### config.mk
export PLATFORM = sky130hd
export DESIGN_NAME = intr_service_flat
export DESIGN_NICKNAME = d
export VERILOG_FILES = /design/src/rtl/intr_service_if.sv /design/src/rtl/intr_service.sv /design/src/flat_wrapper.sv
export SDC_FILE = /design/constraint.sdc
export NUM_CORES = 1
export LEC_CHECK = 0
export BUFFER_PORTS_ARGS = -buffer_cell sky130_fd_sc_hd__buf_4
export CELL_PAD_IN_SITES_DETAIL_PLACEMENT = 1
export CELL_PAD_IN_SITES_GLOBAL_PLACEMENT = 1
export CORE_ASPECT_RATIO = 1.5
export CORE_UTILIZATION = 40
export DETAILED_ROUTE_END_ITERATION = 10
export PLACE_DENSITY = 0.88
export SLEW_MARGIN = 5
export SYNTH_ARGS = -nofsm -noshare
export SYNTH_HDL_FRONTEND = slang
export SYNTH_SLANG_ARGS = --single-unit
### constraint.sdc
create_clock -name clk40m -period 4.8 [get_ports clk40m]
set_input_delay 0.24 -clock clk40m [delete_from_list [all_inputs] [get_ports clk40m]]
set_output_delay 0.24 -clock clk40m [all_outputs]
set_load 0.1 [all_outputs]
### src/rtl/intr_service_if.sv
// RegIO master-leg bundle: request/grant plus one register access command.
// Latency: none, wires only.
// Backpressure: bus_gnt gates the master; RegIO state paces each access.
`timescale 1ns/1ps
interface intr_service_if;
  logic        bus_req;
  logic        bus_gnt;
  logic [7:0]  offset;
  logic        length;
  logic        WR;
  logic [15:0] writeData;
  logic        NewCommand;
  logic [15:0] readData;
  logic [3:0]  state;

  modport master (
    output bus_req, offset, length, WR, writeData, NewCommand,
    input  bus_gnt, readData, state
  );

  modport slave (
    input  bus_req, offset, length, WR, writeData, NewCommand,
    output bus_gnt, readData, state
  );
endinterface

### src/rtl/intr_service.sv
// Services controller INTRN: read ISR, write-1-clear the serviced bits, pulse per-source events.
// Latency: 2 sync + 1 REQ + grant wait + read + write + 1 REPORT cycles from INTRN fall to pulse.
// Backpressure: waits indefinitely for bus_gnt; each register access bounded by a timeout.
`timescale 1ns/1ps
module intr_service #(
  parameter logic [7:0]  ISR_OFFSET     = 8'h92,
  parameter logic [15:0] EVENT_MASK     = 16'hE800,
  parameter logic [3:0]  REG_IDLE_STATE = 4'd0,
  parameter int          TIMEOUT_CYCLES = 255,
  parameter int          HOLDOFF_CYCLES = 16
) (
  input  logic                  clk40m,
  input  logic                  reset,
  input  logic                  INTRN,
  intr_service_if.master        bus,
  output logic [15:0]           isr_value,
  output logic                  rx_event,
  output logic                  tx_event,
  output logic                  link_event,
  output logic                  ovr_event,
  output logic                  timeout_err,
  output logic                  busy
);

  localparam int HW = $clog2(HOLDOFF_CYCLES + 1);
  localparam logic [HW-1:0] HOLD_LAST = HW'(HOLDOFF_CYCLES - 1);
  localparam logic [8:0]    TMO_LAST  = 9'(TIMEOUT_CYCLES - 1);

  typedef enum logic [2:0] {IDLE, REQ, RD_WAIT, WR_WAIT, REPORT, HOLD} fsm_t;

  fsm_t          fsm;
  logic          intrn_s1, intrn_s2;
  logic [8:0]    tmo_cnt;
  logic [HW-1:0] hold_cnt;
  logic          seen_busy;
  logic [15:0]   isr;
  logic [15:0]   rd_masked;
  logic          access_done;
  logic          tmo_hit;

  // Access is complete once RegIO has left its idle state and come back to it.
  assign access_done = seen_busy && (bus.state == REG_IDLE_STATE);
  // Losing the grant mid-access is handled exactly like running out of time.
  assign tmo_hit     = !bus.bus_gnt || (tmo_cnt == TMO_LAST);
  assign rd_masked   = bus.readData & EVENT_MASK;
  assign bus.length  = 1'b1;

  // Two-flop synchronizer for the asynchronous interrupt, idling at the inactive level.
  always_ff @(posedge clk40m) begin
    if (!reset) begin
      intrn_s1 <= 1'b1;
      intrn_s2 <= 1'b1;
    end else begin
      intrn_s1 <= INTRN;
      intrn_s2 <= intrn_s1;
    end
  end

  // Service sequencer with all bus and event outputs registered.
  always_ff @(posedge clk40m) begin
    if (!reset) begin
      fsm            <= IDLE;
      bus.bus_req    <= 1'b0;
      bus.offset     <= 8'h00;
      bus.WR         <= 1'b0;
      bus.writeData  <= 16'h0000;
      bus.NewCommand <= 1'b0;
      isr            <= 16'h0000;
      isr_value      <= 16'h0000;
      rx_event       <= 1'b0;
      tx_event       <= 1'b0;
      link_event     <= 1'b0;
      ovr_event      <= 1'b0;
      timeout_err    <= 1'b0;
      busy           <= 1'b0;
      tmo_cnt        <= 9'd0;
      hold_cnt       <= '0;
      seen_busy      <= 1'b0;
    end else begin
      bus.NewCommand <= 1'b0;
      rx_event       <= 1'b0;
      tx_event       <= 1'b0;
      link_event     <= 1'b0;
      ovr_event      <= 1'b0;
      case (fsm)
        IDLE: begin
          if (!intrn_s2) begin
            fsm         <= REQ;
            bus.bus_req <= 1'b1;
            busy        <= 1'b1;
          end
        end
        REQ: begin
          if (bus.bus_gnt) begin
            bus.NewCommand <= 1'b1;
            bus.offset     <= ISR_OFFSET;
            bus.WR         <= 1'b0;
            tmo_cnt        <= 9'd0;
            seen_busy      <= 1'b0;
            fsm            <= RD_WAIT;
          end
        end
        RD_WAIT, WR_WAIT: begin
          if (bus.state != REG_IDLE_STATE) seen_busy <= 1'b1;
          if (access_done) begin
            if (fsm == RD_WAIT) begin
              isr <= rd_masked;
              if (rd_masked == 16'h0000) begin
                // Nothing we service is pending: skip the clear write.
                bus.bus_req <= 1'b0;
                hold_cnt    <= '0;
                fsm         <= HOLD;
              end else begin
                bus.NewCommand <= 1'b1;
                bus.WR         <= 1'b1;
                bus.writeData  <= rd_masked;
                tmo_cnt        <= 9'd0;
                seen_busy      <= 1'b0;
                fsm            <= WR_WAIT;
              end
            end else begin
              bus.bus_req <= 1'b0;
              isr_value   <= isr;
              link_event  <= isr[15];
              tx_event    <= isr[14];
              rx_event    <= isr[13];
              ovr_event   <= isr[11];
              fsm         <= REPORT;
            end
          end else if (tmo_hit) begin
            timeout_err <= 1'b1;
            bus.bus_req <= 1'b0;
            hold_cnt    <= '0;
            fsm         <= HOLD;
          end else begin
            tmo_cnt <= tmo_cnt + 9'd1;
          end
        end
        REPORT: begin
          hold_cnt <= '0;
          fsm      <= HOLD;
        end
        HOLD: begin
          if (hold_cnt == HOLD_LAST) begin
            busy <= 1'b0;
            fsm  <= IDLE;
          end else begin
            hold_cnt <= hold_cnt + 1'b1;
          end
        end
        default: fsm <= IDLE;
      endcase
    end
  end

endmodule

### src/flat_wrapper.sv
// flat-port wrapper written by rule: the top's interface ports become plain ports
module intr_service_flat 
#(
  parameter logic [7:0]  ISR_OFFSET     = 8'h92,
  parameter logic [15:0] EVENT_MASK     = 16'hE800,
  parameter logic [3:0]  REG_IDLE_STATE = 4'd0,
  parameter int          TIMEOUT_CYCLES = 255,
  parameter int          HOLDOFF_CYCLES = 16
)
  (clk40m, reset, INTRN, isr_value, rx_event, tx_event, link_event, ovr_event, timeout_err, busy, bus_bus_req, bus_offset, bus_length, bus_WR, bus_writeData, bus_NewCommand, bus_bus_gnt, bus_readData, bus_state);
  intr_service_if bus_i ();
  input  logic clk40m;
  input  logic reset;
  input  logic INTRN;
  output logic [15:0] isr_value;
  output logic rx_event;
  output logic tx_event;
  output logic link_event;
  output logic ovr_event;
  output logic timeout_err;
  output logic busy;
  output wire logic [$bits(bus_i.bus_req)-1:0] bus_bus_req;
  output wire logic [$bits(bus_i.offset)-1:0] bus_offset;
  output wire logic [$bits(bus_i.length)-1:0] bus_length;
  output wire logic [$bits(bus_i.WR)-1:0] bus_WR;
  output wire logic [$bits(bus_i.writeData)-1:0] bus_writeData;
  output wire logic [$bits(bus_i.NewCommand)-1:0] bus_NewCommand;
  input wire logic [$bits(bus_i.bus_gnt)-1:0] bus_bus_gnt;
  input wire logic [$bits(bus_i.readData)-1:0] bus_readData;
  input wire logic [$bits(bus_i.state)-1:0] bus_state;
  assign bus_bus_req = bus_i.bus_req;
  assign bus_offset = bus_i.offset;
  assign bus_length = bus_i.length;
  assign bus_WR = bus_i.WR;
  assign bus_writeData = bus_i.writeData;
  assign bus_NewCommand = bus_i.NewCommand;
  assign bus_i.bus_gnt = bus_bus_gnt;
  assign bus_i.readData = bus_readData;
  assign bus_i.state = bus_state;
  intr_service #(.ISR_OFFSET(ISR_OFFSET), .EVENT_MASK(EVENT_MASK), .REG_IDLE_STATE(REG_IDLE_STATE), .TIMEOUT_CYCLES(TIMEOUT_CYCLES), .HOLDOFF_CYCLES(HOLDOFF_CYCLES)) u_core (.clk40m(clk40m), .reset(reset), .INTRN(INTRN), .bus(bus_i), .isr_value(isr_value), .rx_event(rx_event), .tx_event(tx_event), .link_event(link_event), .ovr_event(ovr_event), .timeout_err(timeout_err), .busy(busy));
endmodule
* Word-level counts from Yosys, hierarchy flattened
Cells that the tools add are included.
** Cells by class
- Add/subtract/negate cells :: 2
- Multiply operators :: 0
- Div/mod/pow operators :: 0
- Order comparisons :: 0
- Eq/ne operators :: 20
- Shifts and indexed selects :: 0
- Multiplexer cells :: 43
- Bitwise operators :: 5
- Reduce and logical (&&, ||, !) cells :: 25
** Operators by type and width (number)
- $mux W9 :: 5
- $mux W5 :: 5
- $mux W3 :: 7
- $mux W1 :: 18
- $pmux W9 S2 :: 1
- $logic_not A16 Y1 :: 1
- $pmux W3 S5 :: 1
- $pmux W5 S3 :: 1
- $reduce_and A5 Y1 :: 3
- $reduce_and A3 Y1 :: 4
- $reduce_and A4 Y1 :: 3
- $pmux W1 S2 :: 5
- $add A9 B1 Y9 const B :: 1
- $eq A9 B8 Y1 const B :: 1
- $ne A3 B3 Y1 const B :: 3
- $ne A2 B2 Y1 const B :: 4
- $eq A3 B2 Y1 const B :: 2
- $eq A3 B3 Y1 const B :: 2
- $ne A2 B1 Y1 const B :: 3
- $reduce_bool A2 Y1 :: 3
- $add A5 B1 Y5 const B :: 1
- $eq A5 B4 Y1 const B :: 1
- $not A1 Y1 :: 5
- $logic_not A4 Y1 :: 1
- other kinds (13) :: 14
** Word-level totals
- Register bits :: 42
- Bits in latches :: 0
- RAM bits :: 0
- Bits in read-only memories :: 0
- Input port bits :: 24
- Output and inout bits :: 50
- Memories :: 0

* Logic depth before layout (Yosys ltp)
Gate-level depths: netlist of the first run.
- Depth in word-level cells :: 6
- Depth in mapped cells :: 7

* Least setup slack after synthesis of the first run
No wires, ideal clock.
- Path kind :: reg2reg
- From :: register u_core.hold_cnt[0]
- To :: register u_core.hold_cnt[3]
- Setup time :: 79 ps
- Data arrival time :: 1906 ps
- Required time :: 4721 ps
- Setup slack :: 2815 ps
- Cell stages (with the launch flop) :: 8
- Path buffers :: 0
- Cell sequence :: dfxtp_1 -> ha_1 -> and3_1 -> ha_1 -> and2_1 -> or2_2 -> or4_1 -> o211ai_1
** Between the ends
- Cells in the longest elaborated chain, start to end :: 3
** Ends and longest elaborated chain
- from (decl) :: line intr_service.sv:34 : logic [HW-1:0] hold_cnt;
- from (signal assigned) :: line intr_service.sv:148 : hold_cnt <= hold_cnt + 1'b1;
- $add A5 B1 Y5 or $eq A5 B4 Y1 (tied branches) :: line intr_service.sv:148, intr_service.sv:144
- $mux W5 or $ne A2 B2 Y1 (tied branches)
- $pmux W5 S3 or $reduce_and A5 Y1 (tied branches)
Parallel ways exist; a longest one is shown, timed or not. The select of a mux whose other input is x is not followed.
A chain may end at the register's enable or synchronous reset.

* Worst setup path after layout of the first run
Same ends and word-level chain as after synthesis.

==> impl_metrics.toml, run 1 <==
[setup_path]
reg2regPathDepth = 7
ff2ff_setup_slack_ns = 2.63
critical_path_class = "reg -> reg"
cp.required_ns = 5.02
crit_path_max_fanout = 4
cp-start-kind = "register"
end_kind = "register"
timing.rr.end = "u_core.hold_cnt[3]$_SDFFE_PN0P_"
arrival_ns = 2.39
reg2reg_from = "u_core.hold_cnt[0]$_SDFFE_PN0P_"

[grt]
antenna_found_initial = 0
grt_pass1_wl_um = 8540
grt_pass1_vias = 1749
overflow = 0
track_usage_pct = 18.4
grt_max_degree = 20

[detailed_routing]
wl_per_cell_um = 15.2
drtIter0Drc = 53
via_per_inst = 5.42
dr_total_vias = 1842
drc_errors = 0
routed_wl_um = 5150
antenna_left = 0
drtPass1Iterations = 4

[placement]
hpwl_um = 3690
portBuffers = 31
gp_congestion = 0.814
place_inst = 332
place_area_um2 = 2380

[clock_network]
cts.clk_slew.worst_paths_ns = 0.08
cts_buffers = 5
htreeDepth = 2
cts_hold_buf = 0
post_cts_buffers = 0
clk_path_buf_depth = 2
cts_tree = "yes"
cts_resized = 0
cts_sinks = 42
worst_skew_pair.late_latency_ns = 0.29
root_buffer = "clkbuf_8"

[finish]
regArea_um2 = 841
final_area_um2 = 2490
final_common_cell = "dfxtp_1"
fin_cells = 340
multiInputGateArea_um2 = 1190
area_delta_synth_final_pct = 12.0
layout_common_cells = "42 x dfxtp_1, 32 x buf_4, 30 x conb_1"
post_route_cells_drive_above_1_share_pct = 20.6
final_nets = 299
fillers = 642
insertedDiodeCount = 0

[logic_synthesis]
avgSynthCellArea_um2 = 9.13
ys.flop_type = "dfxtp_1"
yosysSeqAreaShare_pct = 37.7
ys_warn_count = 0
synth_edf_count = 0
synth_seq_cells = 42
synthCells = 244
synthArstFlopShare_pct = 0
synthDistinctLibCells = 52
synth_area_um2 = 2230

[power_and_ir_drop]
peakVddDrop_mv = 0.215
power_leakage_nw = 1.05
power_per_cell_area_nw_per_um2 = 404

[floorplan]
num_io_pins = 74
die_w_um = 62.9
core-area_um2 = 5250
rows = 32
die_area_um2 = 5880
start_util_pct = 42.5
die_y_um = 93.4

[timing]
worst_pin_slew_ns = 0.826
final.min_clock_period_ns = 2.17
clock_skew_ns = 0.00676
setup_viol = 0
final-max-slew-violation-count = 0
fin_crit_sh_pct = 45.3
clock.fmax_mhz = 460
hold_viol = 0
totalNegativeSetupSlack_ns = 0
grt_setup_unrepaired = "false"
slew_headroom_pct = 44.5

[min_path]
whs_endpoint = "u_core.intrn_s1$_SDFF_PN1_"
hold_depth = 2
min_path_type = "in -> reg"
min-delay-start = "INTRN"

[run_status]
outcome = "complete, no violations"

[job]
drv_cap = 0
## per-layer routing
layer / GRT usage (%) / up-vias / wire [µm]
li1: - / 871 / -
met1: 21.0 / 918 / 2130
met2: 33.9 / 46 / 2760
met3: 2.93 / 7 / 182
met4: 6.59 / 0 / 73
met5: 0 / - / 0
## cells in the mapped netlist (all sizes together), types with 2 or more instances
cell | n | area share, %
a211o | 6 | 2.5
a21boi | 2 | 1.2
a21oi | 15 | 3.4
a31oi | 2 | 0.56
and3 | 10 | 2.8
and4bb | 2 | 1.1
buf | 35 | 11
clkbuf | 5 | 0.84
conb | 2 | 0.34
dfxtp | 42 | 38
ha | 4 | 2.2
inv | 7 | 1.2
mux2i | 7 | 3.7
nand2 | 18 | 3.0
nand2b | 8 | 2.2
nand3 | 14 | 3.1
nand4 | 3 | 0.84
nand4b | 2 | 0.79
nor2 | 8 | 1.3
nor2b | 3 | 0.84
nor3 | 5 | 1.1
nor4 | 8 | 3.6
o211a | 2 | 0.90
o211ai | 4 | 1.3
o21a | 2 | 0.67
o21ai | 5 | 1.6
o31ai | 2 | 0.67
or2 | 2 | 0.56
or4 | 4 | 1.7
## cell type report
type	instances	area share [%]
flip-flops and latches	42	33.7
repair buffers	32	9.63
inverters	8	1.20
well taps	68	3.41
clock buffers	6	2.91
multi-input cells	182	47.6
clock inverters	2	1.50
## worst max-delay path by stage
stage	start	end	slack (ns)	depth (start not counted)
after global placement	bus_state[1]	u_core.tmo_cnt[8]$_SDFFE_PN0P_	2.54	5
final	u_core.hold_cnt[0]$_SDFFE_PN0P_	u_core.hold_cnt[3]$_SDFFE_PN0P_	2.63	7
after floorplan	u_core.hold_cnt[0]$_SDFFE_PN0P_	u_core.hold_cnt[3]$_SDFFE_PN0P_	2.81	7
after global routing	u_core.hold_cnt[0]$_SDFFE_PN0P_	u_core.hold_cnt[3]$_SDFFE_PN0P_	2.56	7
after detailed placement	bus_state[1]	u_core.tmo_cnt[8]$_SDFFE_PN0P_	2.51	5
after CTS	u_core.hold_cnt[0]$_SDFFE_PN0P_	u_core.hold_cnt[3]$_SDFFE_PN0P_	2.63	7
## cells by family (layout without fill, tap and decap cells)
family / count (synthesis) / in the layout / share of synthesized area, %
compound gates: 50 / 50 / 17.7
fa+ha+maj: 4 / 4 / 2.25
buf+inv: 48 / 48 / 13.6
flops: 42 / 42 / 37.7
mux: 7 / 7 / 3.71
other cells: 2 / 30 / 0.337
simple gates: 91 / 91 / 24.6
## critical path, cell delays in order (launching register included)
cell and delay, ns:
dfxtp_1 0.34, ha_1 0.23, and3_1 0.20, ha_1 0.21, and2_1 0.18, or2_2 0.32, or4_1 0.52, o211ai_1 0.10
## power by group
part | switching [mW] | internal, mW | leakage, nW | total (mW)
Combinational | 0.258 | 0.0720 | 0.656 | 0.330
Clock | 0.122 | 0.155 | 0.0514 | 0.277
Sequential | 0.0346 | 0.366 | 0.340 | 0.400
## registers in the layout, summed over array words and instances (netlist names), 3 cells and up
signal                flops
u_core.isr                4
u_core.fsm                3
u_core.tmo_cnt            9
u_core.isr_value          4
u_core.bus.writeData      4
u_core.hold_cnt           5
## metrics by stage
stage          utilization [%]  setup WS (ns)  power, mW  hold WS, ns
3_3_place_gp              45.5           2.54      0.728        0.389
4_1_cts                   47.6           2.63       1.01        0.124
2_1_floorplan                -           2.81      0.705        0.313
5_1_grt                   47.6           2.56       1.05        0.120
6_report                  47.6           2.63       1.01        0.126
3_5_place_dp              45.5           2.51      0.734        0.398
Note: power is estimated with default switching activity, not from simulation.
==> run 2, diff against run 1 <==
--- a/config.mk
+++ b/config.mk
@@ -9,9 +9,9 @@
 export CELL_PAD_IN_SITES_DETAIL_PLACEMENT = 1
 export CELL_PAD_IN_SITES_GLOBAL_PLACEMENT = 1
 export CORE_ASPECT_RATIO = 1.5
-export CORE_UTILIZATION = 40
+export CORE_UTILIZATION = 33
 export DETAILED_ROUTE_END_ITERATION = 10
-export PLACE_DENSITY = 0.88
+export PLACE_DENSITY = 0.78
 export SLEW_MARGIN = 5
 export SYNTH_ARGS = -nofsm -noshare
 export SYNTH_HDL_FRONTEND = slang
==> constraint.sdc (replaced) <==
create_clock -name clk40m -period 1.9 [get_ports clk40m]
set_input_delay 0.095 -clock clk40m [delete_from_list [all_inputs] [get_ports clk40m]]
set_output_delay 0.095 -clock clk40m [all_outputs]
set_load 0.1 [all_outputs]
==> run 2 against run 1 <==
  * Power is 150% higher
  * Wire length is 6.5% higher
  * Cell area is 7.5% higher
  * Via count is 3.7% higher
  * Clock skew is 0.0020 ns higher
  * Global-route usage is 2.5 points lower
  * Critical path type unchanged
  * Clock-buffer cell count stayed put
  * Fmax is 17% higher
  * Worst hold slack worse by 0.066 ns
  * Worst setup slack worse by 2.6 ns
  * Combinational power grew to 2.8 times the previous value
  * Utilization is 6.5 points lower
==> impl_metrics.toml, run 2 (synthesis gave the netlist of run 1 again) <==
[setup_path]
cp-start-kind = "register"
path_cells = "ha_2 > and3_4 > ha_2 > buf_4 > nand2b_1 > a21oi_2 > a22oi_1 > o2111a_1"
crit_path_max_fanout = 2
crit_top_cell = "ha_2"
critical_path_class = "reg -> reg"
cp.required_ns = 2.09
end_kind = "register"
critPathMaxStageDelay_ns = 0.33
critPathSlowestCell = "dfxtp_2"
arrival_ns = 2.05

[timing]
clock_skew_ns = 0.00876
setup_viol = 0
final-max-slew-violation-count = 0
fin_crit_sh_pct = 97.9
hold_viol = 0
clock.fmax_mhz = 538
final.min_clock_period_ns = 1.86
totalNegativeSetupSlack_ns = 0
grt_setup_unrepaired = "false"
fin_ws_ns = 0.0400

[finish]
final_common_cell = "buf_4"
largest_reg_flops = 9
fin_cells = 372
reg.largest.list = "u_core.tmo_cnt: 9 flops, u_core.hold_cnt: 5 flops"
final_nets = 323
area_delta_synth_final_pct = 20.3
final_util_pct = 41.1
top_register = "u_core.tmo_cnt"
fillers = 764
insertedDiodeCount = 0
layout_common_cells = "55 x buf_4, 41 x dfxtp_1, 30 x conb_1"
post_route_cells_drive_above_1_share_pct = 28.4

[clock_network]
htreeDepth = 2
clk_path_buf_depth = 2
root_buffer = "clkbuf_8"
cts_tree = "yes"
worst_skew_pair.late_latency_ns = 0.29
post_cts_buffers = 0
cts.clk_slew.worst_paths_ns = 0.08
cts_sinks = 42
cts_buffers = 5

[placement]
dp_slack_ns = -0.0258
hpwl_um = 4120
place_inst = 363
gp_congestion = 0.776
portBuffers = 31

[power_and_ir_drop]
power_per_cell_area_nw_per_um2 = 935
peakVddDrop_mv = 0.473
power_leakage_nw = 1.16

[grt]
grt_pass1_wl_um = 9030
overflow = 0
track_usage_pct = 15.9
grt_pass1_vias = 1941
antenna_found_initial = 0
grt_max_degree = 19

[detailed_routing]
routed_wl_um = 5490
wl_per_cell_um = 14.7
antenna_left = 0
drtIter0Drc = 44
drc_errors = 0
dr_total_vias = 1911
drtPass1Iterations = 4
via_per_inst = 5.14

[floorplan]
die_y_um = 103
rows = 36
die_w_um = 69.1
start_util_pct = 34.1
num_io_pins = 74
die_area_um2 = 7090
core-area_um2 = 6530

[job]
drv_cap = 0

[run_status]
outcome = "complete, no violations"

[min_path]
min_path_type = "in -> reg"
run 2: worst paths after layout:
| path | slack, ns | cells after the start | to | from |
|---|---|---|---|---|
| setup reg to reg | 0.04 | 8 | u_core.fsm[0]$_SDFFE_PN0P_ | u_core.hold_cnt[0]$_SDFFE_PN0P_ |
| hold / removal | 0.06 | 3 | u_core.bus.writeData[11]$_SDFFE_PN0N_ | bus_readData[11] |
| setup / recovery | 0.04 | 8 | u_core.fsm[0]$_SDFFE_PN0P_ | u_core.hold_cnt[0]$_SDFFE_PN0P_ |
| hold reg to reg | 0.42 | 1 | u_core.intrn_s2$_SDFF_PN1_ | u_core.intrn_s1$_SDFF_PN1_ |
run 2: stage by stage:
| stage | instance area [µm²] | hold slack (ns) | power [mW] |
|---|---|---|---|
| floorplan | 2340 | 0.168 | 1.78 |
| finish | 2680 | 0.0606 | 2.51 |
| detailed placement | 2570 | 0.284 | 1.93 |
| CTS | 2680 | 0.0608 | 2.52 |
| global route | 2680 | 0.0755 | 2.61 |
| global placement | 2570 | 0.285 | 1.91 |
run 2: routing by layer:
layer / track usage [%] / routed length, µm
met5: 0 / 0
met4: 6.12 / 79
met3: 3.03 / 206
met2: 32.9 / 3110
met1: 15.3 / 2090
run 2: layout make-up:
class / instances / area (µm²) / share of cell area, %
clock buffers: 6 / 72.6 / 2.71
repair buffers: 56 / 423 / 15.8
inverters: 8 / 30.0 / 1.12
clock inverters: 2 / 13.8 / 0.513
multi-input cells: 182 / 1200 / 44.9
flip-flops and latches: 42 / 842 / 31.4
well taps: 76 / 95.1 / 3.55
run 2: timing repair:
item                                    CTS  global route
endpoints found under the hold margin     1             0
pin swaps                                 2             0
resized for setup                         3             1
endpoints found under the setup margin    2             1
hold buffers                              1             0
run 2: worst max-delay path: cells and delay by family (launching register included):
kind | cells | cell delay [ns]
buffers and inverters | 1 | 0.13
AND/OR/NAND/NOR | 2 | 0.34
AO/OA/AOI/OAI | 3 | 0.59
adder cells (fa/ha/maj) | 2 | 0.35
flip-flops | 1 | 0.33
run 2: power breakdown:
part	internal, mW	switching (mW)
Clock	0.260	0.313
Sequential	0.924	0.0708
Combinational	0.240	0.700
